===== config.mk =====
export PLATFORM = sky130hd
export DESIGN_NAME = gf2m_divider_seq_flat
export DESIGN_NICKNAME = d
export VERILOG_FILES = /design/src/rtl/gf2m_divider_seq_pkg.sv /design/src/rtl/gf2m_divider_seq_if.sv /design/src/rtl/gf2m_divider_seq_halve.sv /design/src/rtl/gf2m_divider_seq.sv /design/src/flat_wrapper.sv
export SDC_FILE = /design/constraint.sdc
export NUM_CORES = 2
export LEC_CHECK = 0
export ABC_AREA = 1
export CAP_MARGIN = 20
export CORE_ASPECT_RATIO = 1.25
export CORE_UTILIZATION = 50
export CTS_CLUSTER_SIZE = 20
export DETAILED_ROUTE_END_ITERATION = 10
export PLACE_DENSITY = 0.72
export SYNTH_ARGS = -nofsm -noshare
export SYNTH_HDL_FRONTEND = slang
export SYNTH_SLANG_ARGS = --single-unit

===== constraint.sdc =====
create_clock -name clk -period 11 [get_ports clk]
set_input_delay 2.75 -clock clk [delete_from_list [all_inputs] [get_ports clk]]
set_output_delay 2.75 -clock clk [all_outputs]
set_load 0.02 [all_outputs]

===== src/rtl/gf2m_divider_seq_pkg.sv =====
// Shared defaults, FSM state encoding and the degree priority encoder
// for the sequential GF(2^M) divider.
package gf2m_pkg;

  localparam int             M_DEF    = 163;
  localparam logic [162:0]   POLY_DEF = 163'hC9;   // x^163 + x^7 + x^6 + x^3 + 1

  // Widest u/v vector deg_of() accepts (M+1 must not exceed this).
  localparam int             DEG_MAX  = 512;

  typedef enum logic [1:0] {
    IDLE   = 2'd0,
    RUN    = 2'd1,
    FINISH = 2'd2
  } state_e;

  // Index of the most significant set bit; 0 for an all-zero vector.
  function automatic int deg_of(input logic [DEG_MAX-1:0] vec);
    int d;
    d = 0;
    for (int i = 0; i < DEG_MAX; i++) begin
      if (vec[i]) d = i;
    end
    return d;
  endfunction

endpackage


===== src/rtl/gf2m_divider_seq_if.sv =====
// Start/done request bus of the divider: operands in, quotient and status out.
interface gf2m_divider_seq_if #(
  parameter int M = 163
);
  logic         start;
  logic [M-1:0] a;
  logic [M-1:0] b;
  logic         ready;
  logic         done;
  logic [M-1:0] c;
  logic         div_zero;

  modport master (output start, a, b, input  ready, done, c, div_zero);
  modport slave  (input  start, a, b, output ready, done, c, div_zero);
endinterface


===== src/rtl/gf2m_divider_seq_halve.sv =====
// Combinational halving in GF(2^M): g/x mod f. An odd g has f added first so
// the shift is exact; f's implied x^M term lands in the top result bit.
module gf2m_halve #(
  parameter int           M    = 163,
  parameter logic [M-1:0] POLY = M'(gf2m_pkg::POLY_DEF)
) (
  input  logic [M-1:0] g_i,
  output logic [M-1:0] h_o
);

  // Bit 0 of f is 1 for any irreducible f, so (g ^ f)[0] is 0 when g is odd.
  assign h_o = g_i[0] ? {1'b1, g_i[M-1:1] ^ POLY[M-1:1]}
                      : {1'b0, g_i[M-1:1]};

endmodule


===== src/rtl/gf2m_divider_seq.sv =====
// Sequential GF(2^M) divider, c = a / b mod f, binary Euclidean algorithm.
// Invariants while running: g1*b == a*u and g2*b == a*v (mod f); whichever of
// u, v first reaches 1 carries the quotient in its companion g register.
module gf2m_divider_seq
  import gf2m_pkg::*;
#(
  parameter int           M    = M_DEF,
  parameter logic [M-1:0] POLY = M'(POLY_DEF)
) (
  input  logic              clk,
  input  logic              reset,
  gf2m_divider_seq_if.slave bus
);

  localparam logic [M:0] F_POLY = {1'b1, POLY};
  localparam logic [M:0] ONE    = (M+1)'(1);

  state_e       state_q, state_d;
  logic [M:0]   u_q, u_d, v_q, v_d;
  logic [M-1:0] g1_q, g1_d, g2_q, g2_d;
  logic [M-1:0] c_q, c_d;
  logic         dz_q, dz_d;

  logic [M-1:0] g1_half, g2_half;
  logic         b_zero;
  logic         u_one, v_one;
  logic [DEG_MAX-1:0] u_ext, v_ext;
  int           deg_u, deg_v;

  gf2m_halve #(.M(M), .POLY(POLY)) u_halve_g1 (.g_i(g1_q), .h_o(g1_half));
  gf2m_halve #(.M(M), .POLY(POLY)) u_halve_g2 (.g_i(g2_q), .h_o(g2_half));

  assign b_zero = (bus.b == '0);
  assign u_one  = (u_q == ONE);
  assign v_one  = (v_q == ONE);

  // Degree of u and v for the subtract-direction decision.
  always_comb begin
    u_ext        = '0;
    v_ext        = '0;
    u_ext[M:0]   = u_q;
    v_ext[M:0]   = v_q;
    deg_u        = deg_of(u_ext);
    deg_v        = deg_of(v_ext);
  end

  // State and datapath registers, all cleared by reset.
  always_ff @(posedge clk) begin
    if (reset) begin
      state_q <= IDLE;
      u_q     <= '0;
      v_q     <= '0;
      g1_q    <= '0;
      g2_q    <= '0;
      c_q     <= '0;
      dz_q    <= 1'b0;
    end else begin
      state_q <= state_d;
      u_q     <= u_d;
      v_q     <= v_d;
      g1_q    <= g1_d;
      g2_q    <= g2_d;
      c_q     <= c_d;
      dz_q    <= dz_d;
    end
  end

  // Next-state: zero divisor skips straight to FINISH.
  always_comb begin
    state_d = state_q;
    case (state_q)
      IDLE:    if (bus.start) state_d = b_zero ? FINISH : RUN;
      RUN:     if (u_one || v_one) state_d = FINISH;
      FINISH:  state_d = IDLE;
      default: state_d = IDLE;
    endcase
  end

  // Datapath update: operand load, one Euclidean micro-step per RUN cycle,
  // result capture only on entry to FINISH.
  always_comb begin
    u_d  = u_q;
    v_d  = v_q;
    g1_d = g1_q;
    g2_d = g2_q;
    c_d  = c_q;
    dz_d = dz_q;
    case (state_q)
      IDLE: begin
        if (bus.start) begin
          if (b_zero) begin
            c_d  = '0;
            dz_d = 1'b1;
          end else begin
            u_d  = {1'b0, bus.b};
            v_d  = F_POLY;
            g1_d = bus.a;
            g2_d = '0;
            dz_d = 1'b0;
          end
        end
      end
      RUN: begin
        if (u_one) begin
          c_d = g1_q;
        end else if (v_one) begin
          c_d = g2_q;
        end else if (!u_q[0]) begin
          u_d  = u_q >> 1;
          g1_d = g1_half;
        end else if (!v_q[0]) begin
          v_d  = v_q >> 1;
          g2_d = g2_half;
        end else if (deg_u > deg_v) begin
          u_d  = u_q ^ v_q;
          g1_d = g1_q ^ g2_q;
        end else begin
          v_d  = v_q ^ u_q;
          g2_d = g2_q ^ g1_q;
        end
      end
      default: ;
    endcase
  end

  // Outputs: handshake decoded from state, result straight from registers.
  always_comb begin
    bus.ready    = (state_q == IDLE);
    bus.done     = (state_q == FINISH);
    bus.c        = c_q;
    bus.div_zero = dz_q;
  end

endmodule


===== src/flat_wrapper.sv =====
// flat-port wrapper written by rule: the top's interface ports become plain ports
module gf2m_divider_seq_flat import gf2m_pkg::*;
#(
  parameter int           M    = M_DEF,
  parameter logic [M-1:0] POLY = M'(POLY_DEF)
)
  (clk, reset, bus_start, bus_a, bus_b, bus_ready, bus_done, bus_c, bus_div_zero);
  gf2m_divider_seq_if #(.M(M)) bus_i ();
  input  logic clk;
  input  logic reset;
  input wire logic [$bits(bus_i.start)-1:0] bus_start;
  input wire logic [$bits(bus_i.a)-1:0] bus_a;
  input wire logic [$bits(bus_i.b)-1:0] bus_b;
  output wire logic [$bits(bus_i.ready)-1:0] bus_ready;
  output wire logic [$bits(bus_i.done)-1:0] bus_done;
  output wire logic [$bits(bus_i.c)-1:0] bus_c;
  output wire logic [$bits(bus_i.div_zero)-1:0] bus_div_zero;
  assign bus_i.start = bus_start;
  assign bus_i.a = bus_a;
  assign bus_i.b = bus_b;
  assign bus_ready = bus_i.ready;
  assign bus_done = bus_i.done;
  assign bus_c = bus_i.c;
  assign bus_div_zero = bus_i.div_zero;
  gf2m_divider_seq #(.M(M), .POLY(POLY)) u_core (.clk(clk), .reset(reset), .bus(bus_i));
endmodule

==> impl_metrics.tcl <==
set metrics [dict create \
    run_status "completed" \
    tightest_slew_ps 1334 \
    hold_viol 0 \
    syn_inst 6754 \
    regToRegStartpoint "u_core.u_q[2]$_SDFFE_PP0P_" \
    rsz0062_at_grt "true" \
    synth_async_sr_flop_share 0 \
    area_delta_synth_final_pct 25.77 \
    drv_cap 0 \
    wl_per_cell_um 21.54 \
    worstSetupEndpointType "flip-flop" \
    dp_slack_ps 316.1 \
    ir_drop_mv 0.1741 \
    syn_nets 7091 \
    cts_tree "done" \
    crit_fanout 15 \
    tns_ps 0 \
    syn_area_um2 46890 \
    drc 0 \
    powerDensity_nw_per_um2 188.7 \
    r2r_end "u_core.u_q[3]$_SDFFE_PP0P_" \
    cts_buffers 89 \
    arrival_ps 11370 \
    fmax_mhz 91.96 \
    p_leak_nw 22.09 \
    syn_avg_cell_area_um2 6.943 \
    cts_root_buffer "clkbuf_16" \
    final_util 0.6348 \
    netlist_top_cells_area "dfxtp_1 (35%), a21oi_1 (10%), nand2_1 (10%)" \
    fp-row-count 125 \
    ys_seq_elements 820 \
    grt_pass1_wl_mm 250.5 \
    fin_crit_sh 0.9886 \
    cts_hold_buf 0 \
    die_x_um 275.9 \
    grt_antenna_before_repair 11 \
    final_cells 8270 \
    layout-drive-gt1-share 0.09043 \
    worstHoldStart "u_core.bus.c[48]$_SDFFE_PP0P_" \
    io_buffers 494 \
    synth.top_cell.area_share 0.3501 \
    whs_ps 457.2 \
    slew_headroom 0.1025 \
    cp-startpoint "u_core.u_q[2]$_SDFFE_PP0P_" \
    grt_pass1_vias 45620 \
    vias 50870 \
    synth.largest_area_cell "dfxtp_1" \
    dp_hpwl_mm 102.7 \
    clk_path_buf_depth 3 \
    reg2reg_slack_ps 130 \
    grt-ovfl-total 0 \
    worst-setup-path-type "flip-flop to flip-flop" \
    worstPathRequired_ps 11490 \
    coreArea_um2 92900 \
    wl_mm 178.2 \
    die_y_um 344.4 \
    slowest_stage "dfxtp_2" \
    final_area_um2 58980 \
    die-area_um2 95030 \
    reg2reg_depth 178 \
    dpl.cell_count 7995 \
    drv_slew 0 \
    grt_max_degree 228 \
    yosysSeqAreaShare 0.3501 \
    synth_cell_types 44 \
    setup_viol 0 \
    synth_common_cells "nand2_1 (1291), a21oi_1 (977), dfxtp_1 (820)" \
    max_stage_delay_ps 320 \
    hold_path_class "flip-flop to flip-flop" \
    synth_edf_count 0 \
    ctsHtreeMaxLevel 3 \
    total_power_mw 11.13 \
    cts_sinks 820 \
    ant_nets 0 \
    drt_pre_antenna_iters 8 \
    nets 7330 \
    io_pins 495 \
    synth_warnings 0 \
    crit_end "u_core.u_q[3]$_SDFFE_PP0P_" \
    grt_usage 0.3260 \
    clock_skew_ps 23.46 \
    worst_path_most_repeated_cell "nand2_1" \
    period_needed_ps 10870 \
    clk_latency_ps 680 \
    synth_flop_cell "dfxtp_1" \
    drt_iter0_markers 5340 \
    via_per_inst 6.151 \
    post-route-worst-setup-slack_ps 125.2 \
    clk_pin_slew_ps 60 \
    placed_area_um2 52740 \
    critPathLaunchType "flip-flop" \
    yosysMostFrequentCell "nand2_1" \
    initial_core_util 0.5048 \
    place.gp.congestion 0.9072 \
]
critical path, delay by kind of cell (launching register included):
family	cells	cell delay, ps
simple gates	165	8690
flops	1	320
buf+inv	6	690
compound gates	6	870
fa+ha+maj	1	170
power breakdown:
| group | total [mW] | switching (mW) | internal [mW] |
|---|---|---|---|
| logic | 4.27 | 2.55 | 1.71 |
| registers | 3.83 | 0.471 | 3.36 |
| clock network | 3.03 | 1.34 | 1.69 |
cells in the final DEF (no fill, tap or decap), types with 17 or more instances in the layout:
master              n
nand2_1          1287
a21oi_1           951
dfxtp_1           816
o21ai_0           559
clkdlybuf4s50_1   493
nor2_1            425
inv_1             418
o211ai_1          294
o221ai_1          211
xnor2_1           204
a211oi_1          170
clkbuf_16         150
o21ai_1           136
nand3_1           130
xor2_1            119
buf_4              68
a211oi_2           51
nor4_1             47
bufinv_8           47
nor2_4             45
buf_12             43
o21ai_2            37
a21oi_2            25
clkbuf_1           24
clkinv_1           23
a31oi_1            22
buf_16             21
inv_2              20
buf_6              19
or2_2              17
worst min-delay path by stage:
stage,to,slack [ps],cells after the start
finish,u_core.bus.c[48]$_SDFFE_PP0P_,460,2
global route,u_core.bus.c[21]$_SDFFE_PP0P_,480,2
global placement,u_core.bus.c[141]$_SDFFE_PP0P_,450,2
detailed placement,u_core.bus.c[148]$_SDFFE_PP0P_,450,2
CTS,u_core.bus.c[50]$_SDFFE_PP0P_,460,2
floorplan,u_core.g1_q[94]$_SDFFE_PP0P_,460,2
area by class of cell:
type                    count  area, um2
clock inverters            26      321.6
clock buffers             127       2510
inverters                 521       2683
multi-input cells        4850      26790
well taps                1206       1509
flip-flops and latches    820      16430
repair inverters            1      11.26
repair buffers            710       8700
fillers                  8224      33920
diodes                      9      22.52
kinds of logic (layout without fill, tap and decap cells):
| kind of cell | Yosys count | after routing | synth area share |
|---|---|---|---|
| fa+ha+maj | 8 | 8 | 0.002135 |
| compound gates | 2531 | 2531 | 0.3196 |
| other cells | 0 | 9 | 0 |
| xor+xnor | 323 | 323 | 0.06033 |
| flops | 820 | 820 | 0.3501 |
| simple gates | 1988 | 1988 | 0.1671 |
| buf+inv | 1084 | 1385 | 0.1008 |
timing repair:
action                     CTS  global route
setup buffers                0            37
resized for setup            0           409
setup endpoints to repair    0           654
metal layers:
layer | vias up | track usage | share of wire | routed length, um
met5 | - | 0 | 0.00025 | 45
met4 | 6 | 0.1669 | 0.052 | 9250
met3 | 488 | 0.04727 | 0.080 | 14290
met2 | 2495 | 0.5261 | 0.47 | 82950
met1 | 24030 | 0.4215 | 0.40 | 71630
li1 | 23850 | - | - | -
state kept, by name, summed over array words and instances (netlist names):
name and flops:
u_core.bus.c 163, u_core.bus.div_zero 1, u_core.g1_q 163, u_core.g2_q 163
u_core.state_q 2, u_core.u_q 164, u_core.v_q 164
No activity file was read; power rests on OpenSTA's default activity.
